## src/rtl/icache_param.sv

```systemverilog
// Direct-mapped instruction cache with multi-word blocks, burst fill, whole-cache flush
// and saturating hit/miss counters.
module icache_param #(
   parameter int unsigned SETS  = 16,
   parameter int unsigned WORDS = 2,
   parameter int unsigned CNT_W = 32
) (
   input  logic             CLK,
   input  logic             RST,
   input  logic             imemREN,
   input  logic [31:0]      imemaddr,
   output logic             ihit,
   output logic [31:0]      imemload,
   input  logic             flush,
   output logic             iREN,
   output logic [31:0]      iaddr,
   input  logic             iwait,
   input  logic [31:0]      iload,
   output logic [CNT_W-1:0] hit_cnt,
   output logic [CNT_W-1:0] miss_cnt
);

   localparam int unsigned OFF_W = $clog2(WORDS);
   localparam int unsigned IDX_W = $clog2(SETS);
   localparam int unsigned TAG_W = 30 - OFF_W - IDX_W;
   localparam int unsigned CW    = (OFF_W == 0) ? 1 : OFF_W;
   localparam int unsigned DA_W  = $clog2(SETS * WORDS);

   typedef enum logic {IDLE, FILL} state_t;

   state_t           state;
   logic [SETS-1:0]  valid;
   logic [TAG_W-1:0] tag_arr [SETS];
   logic [31:0]      data_arr [SETS*WORDS];

   logic [TAG_W-1:0] req_tag, lat_tag;
   logic [IDX_W-1:0] req_idx, lat_idx;
   logic [CW-1:0]    req_off, cnt;
   logic [DA_W-1:0]  rd_addr, wr_addr;
   logic             hit_c, last_c;

   function automatic logic [31:0] fill_addr(input logic [TAG_W-1:0] t,
                                             input logic [IDX_W-1:0] i,
                                             input logic [CW-1:0] c);
      return (32'(t) << (2 + OFF_W + IDX_W)) | (32'(i) << (2 + OFF_W)) | (32'(c) << 2);
   endfunction

   // Address decode of the current fetch
   assign req_off = CW'((imemaddr >> 2) & 32'(WORDS - 1));
   assign req_idx = IDX_W'(imemaddr >> (2 + OFF_W));
   assign req_tag = TAG_W'(imemaddr >> (2 + OFF_W + IDX_W));
   assign rd_addr = DA_W'(32'(req_idx) * WORDS + 32'(req_off));
   assign wr_addr = DA_W'(32'(lat_idx) * WORDS + 32'(cnt));
   assign last_c  = (cnt == CW'(WORDS - 1));

   // Hit depends only on registered state and fetch inputs, never on iwait/iload
   assign hit_c    = (state == IDLE) && imemREN && !flush && valid[req_idx] &&
                     (tag_arr[req_idx] == req_tag);
   assign ihit     = hit_c;
   assign imemload = data_arr[rd_addr];

   // Tag and data storage; not reset, guarded by the valid bits
   always_ff @(posedge CLK) begin
      if (state == FILL && !iwait) begin
         data_arr[wr_addr] <= iload;
         if (last_c) tag_arr[lat_idx] <= lat_tag;
      end
   end

   always_ff @(posedge CLK) begin
      if (RST) begin
         state    <= IDLE;
         valid    <= '0;
         cnt      <= '0;
         lat_tag  <= '0;
         lat_idx  <= '0;
         hit_cnt  <= '0;
         miss_cnt <= '0;
         iREN     <= 1'b0;
         iaddr    <= '0;
      end else begin
         if (hit_c && hit_cnt != '1) hit_cnt <= hit_cnt + CNT_W'(1);
         case (state)
            IDLE: begin
               if (flush) begin
                  valid <= '0;
               end else if (imemREN && !hit_c) begin
                  lat_tag <= req_tag;
                  lat_idx <= req_idx;
                  cnt     <= '0;
                  state   <= FILL;
                  iREN    <= 1'b1;
                  iaddr   <= fill_addr(req_tag, req_idx, '0);
                  if (miss_cnt != '1) miss_cnt <= miss_cnt + CNT_W'(1);
               end
            end
            FILL: begin
               // Flush beats completion: the block is abandoned and every set invalidated
               if (flush) begin
                  valid <= '0;
                  cnt   <= '0;
                  state <= IDLE;
                  iREN  <= 1'b0;
                  iaddr <= '0;
               end else if (!iwait) begin
                  if (last_c) begin
                     valid[lat_idx] <= 1'b1;
                     cnt            <= '0;
                     state          <= IDLE;
                     iREN           <= 1'b0;
                     iaddr          <= '0;
                  end else begin
                     cnt   <= cnt + CW'(1);
                     iaddr <= fill_addr(lat_tag, lat_idx, cnt + CW'(1));
                  end
               end
            end
            default: state <= IDLE;
         endcase
      end
   end

endmodule

```

## config.mk

```make
export PLATFORM = sky130hd
export DESIGN_NAME = icache_param
export DESIGN_NICKNAME = d
export VERILOG_FILES = /design/src/rtl/icache_param.sv
export SDC_FILE = /design/constraint.sdc
export NUM_CORES = 1
export LEC_CHECK = 0
export ABC_AREA = 0
export CORE_MARGIN = 3
export CORE_UTILIZATION = 56
export CTS_CLUSTER_SIZE = 20
export DETAILED_ROUTE_END_ITERATION = 12
export HOLD_SLACK_MARGIN = 0.1
export PLACE_DENSITY = 0.76
export SETUP_SLACK_MARGIN = 0.4
export SYNTH_ARGS = -nofsm -noshare
export SYNTH_HDL_FRONTEND = slang
export SYNTH_SLANG_ARGS = --single-unit
```

## constraint.sdc

```tcl
create_clock -name CLK -period 5.7 [get_ports CLK]
set_clock_uncertainty 0.1 [all_clocks]
set_input_delay 1.14 -clock CLK [delete_from_list [all_inputs] [get_ports CLK]]
set_output_delay 1.14 -clock CLK [all_outputs]
set_load 0.01 [all_outputs]
```

==> flow_metrics.py <==
metrics = {
    "logic_synthesis": {
        "yosys.area.top_type": "edfxtp_1",
        "synth_edf_count": 1424,
        "synthFlopType": "edfxtp_1",
        "yosys_register_bits": 1565,
        "seq_area_frac_synth": 0.7372,
        "yosysTopAreaCellShare": 0.6916,
        "synth.distinct_cells": 74,
        "async_flop_share": 0,
        "syn_area_per_cell_um2": 19.35,
        "synthTopCellsByArea": "edfxtp_1, mux4_2, dfxtp_1",
        "postSynthCellCount": 3195,
        "synth_most_common_cell": "edfxtp_1",
        "synth_commonest_cells": "edfxtp_1, mux4_2, nand2_1",
        "yosysWarnings": 0,
        "netlist_area_um2": 61830,
    },
    "global_routing": {
        "grt_max_degree": 185,
        "grtUsageTotal": 0.2718,
        "grt_pass1_wl_um": 227900,
        "gr-total-overflow": 0,
        "first_global_vias": 33930,
        "antenna_found_initial": 8,
    },
    "drt": {
        "wl_per_cell_um": 30.43,
        "via_count": 33070,
        "drc": 0,
        "viasPerCell": 6.499,
        "wirelength_um": 154800,
        "drt_first_iter_violations": 3954,
        "detail-route-antenna-nets": 0,
        "first_pass_iters": 6,
    },
    "worst_setup_path": {
        "critPathSlowestCell": "mux4_2",
        "slowest_delay_ps": 560,
        "r2r_setup_slack_ps": 1800,
        "worstPathCellList": "buf_12, mux4_2, mux2i_1, mux2i_1, buf_4, xor2_1, or4_4, a2111oi_4, nand3_2, inv_1, dlygate4sd2_1",
        "crit_arrival_ps": 3990,
        "path_class": "in -> out",
        "cp_num_buf_inv": 4,
        "endpoint_kind": "output port",
        "worstSetupStartpointType": "input port",
        "cp_top_family": "multiplexers",
        "critPathRequiredTime_ps": 4460,
        "crit_top_cell": "mux2i_1",
        "critPathMaxFanout": 20,
    },
    "final_layout": {
        "layout-drive-gt1-share": 0.2315,
        "syn_to_final_growth_pct": 15.16,
        "stdcell_count": 5089,
        "layout.nets": 3554,
        "utilization": 0.6523,
    },
    "power": {
        "power.switching_uw": 4946,
        "power_uw": 23700,
        "combPwrFrac": 0.051,
        "p_leak_uw": 0.02337,
        "clkPwrFrac": 0.417,
        "irDropWorstVdd_mv": 0.3156,
        "swShare": 0.2086,
        "p_int_uw": 18760,
        "seqPwrFrac": 0.532,
        "power_density_nw_per_um2": 332.9,
    },
    "clock_tree": {
        "post_cts_buffers": 0,
        "clockBufferDepth": 3,
        "clk_pin_slew_ps": 60,
        "clk-insertion-delay-late_ps": 760,
        "cts_sinks": 1565,
        "numCtsBuffers": 152,
        "cts_htree_levels": 4,
        "hold_buffers": 0,
        "clk_root_buffer_cell": "clkbuf_16",
        "cts_tree": "yes",
    },
    "status": {
        "status": "complete, no violations",
    },
    "place": {
        "dpl.hpwl_um": 81850,
        "port_buffers": 194,
        "place_congestion": 0.8576,
        "dpl.cell_count": 4803,
    },
    "floorplanning": {
        "die_area_um2": 114400,
        "pin_count": 199,
        "rows": 121,
        "core_region_area_um2": 109200,
        "start_util": 0.5665,
        "die_h_um": 338.3,
        "die_x_um": 338.3,
    },
    "flow_run": {
        "cap_violations": 0,
    },
    "sta": {
        "max-slew-margin-rel": 0.2211,
        "tightest_slew_ps": 1168,
        "final_hold_viol_count": 0,
        "maxSlewViolCount": 0,
        "tns_ps": 0,
        "fmaxAchievable_mhz": 191.2,
        "finalSetupViolations": 0,
        "rsz0062_at_grt": "yes",
        "period_minus_slack_ps": 5230,
        "layout_worst_path_cycle_share": 0.9175,
    },
    "hold_path": {
        "hold_class": "reg -> reg",
    },
}
cell usage in the layout (no fill, tap or decap), types with 8 or more instances in the layout:
cell type	count
a21oi_1	57
a221oi_1	11
a22o_1	11
a22oi_1	65
a31o_2	11
a31oi_1	9
and3_1	30
buf_12	20
buf_4	107
bufinv_16	12
clkbuf_1	41
clkbuf_16	158
clkdlybuf4s50_1	186
clkinv_1	30
clkinv_2	21
dfxtp_1	141
edfxtp_1	1424
inv_1	10
mux2_1	16
mux2_2	12
mux2i_1	142
mux4_2	372
nand2_1	145
nand2b_1	43
nand3_1	41
nand4_1	23
nor2_1	76
nor2_2	13
nor2_4	24
nor2b_1	66
nor3_1	13
nor3_2	10
o21ai_0	61
o21ai_1	8
or2_2	29
or3_1	11
or4_1	8
xnor2_1	18
xor2_1	11
per-layer routing:
metal  part of all wire  global-route usage
met2               0.50              0.4478
met5           0.000084                   0
met4              0.039              0.1090
met3               0.10             0.05707
met1               0.36              0.3585
stage by stage:
stage          hold WS (ps)  worst slack, ps  instance area [µm²]
3_5_place_dp          360.5            88.76                66190
5_1_grt               405.2            339.5                71200
2_1_floorplan         331.5            760.1                61840
4_1_cts               375.6            450.0                71180
3_3_place_gp          347.9            64.67                66190
6_report              381.7            470.2                71210
cells by family after synthesis:
family / after synthesis / synth area share
flip-flops: 1565 / 0.7372
AND/OR/NAND/NOR: 570 / 0.04703
multiplexers: 545 / 0.1644
AO/OA/AOI/OAI: 280 / 0.03096
buffers and inverters: 203 / 0.01580
XOR/XNOR: 29 / 0.004108
adder cells (fa/ha/maj): 2 / 0.0004046
other: 1 / 0.00006065
layout make-up:
type,count,area (µm²)
diodes,6,15.01
clock inverters,77,740.7
repair buffers,324,3279
flip-flops and latches,1565,45580
clock buffers,201,4135
multi-input cells,1428,15560
well taps,1476,1847
inverters,12,45.04
fillers,6919,37950
worst reg2reg max path, cell delays in order, from the launching register on:
cell and delay, ps:
dfxtp_1 390, ha_1 210, and3_1 200, and3_1 210
and2_1 300, nor2b_1 450, nor2b_1 510, nand4_1 280
and4_1 310, buf_4 280, nand4_1 200, mux2_1 340
worst paths after layout:
| kind | start | endpoint | cells after the start |
|---|---|---|---|
| worst max-delay path | imemaddr[3] | ihit | 11 |
| worst min-delay path | iaddr[10] | iaddr[10] | 2 |
| worst max register to register | hit_cnt[0] | hit_cnt[9] | 11 |
| worst min register to register | iaddr[10] | iaddr[10] | 2 |
state kept, by name, summed over array words and instances, names as in the netlist:
register and count:
data_arr 1024, lat_idx 4, hit_cnt 32, state 1, tag_arr 400, lat_tag 25, iREN 1, iaddr 30
miss_cnt 32, valid 16
power by group through the flow:
stage / logic, µW / clock network (µW) / registers (µW)
6_report: 1220 / 9890 / 12600
5_1_grt: 1290 / 10400 / 12600
4_1_cts: 1210 / 9960 / 12600
3_5_place_dp: 1190 / 0 / 12800
3_3_place_gp: 1160 / 0 / 12800
2_1_floorplan: 703 / 0 / 12800
repair_timing:
| item | 4_1_cts | 5_1_grt |
|---|---|---|
| hold endpoints to repair | 0 | 0 |
| cloned | 2 | 0 |
| endpoints found under the setup margin | 11 | 6 |
| gates resized for setup | 14 | 2 |
| pin swaps | 1 | 0 |
Power figures use the tool's default switching activity.
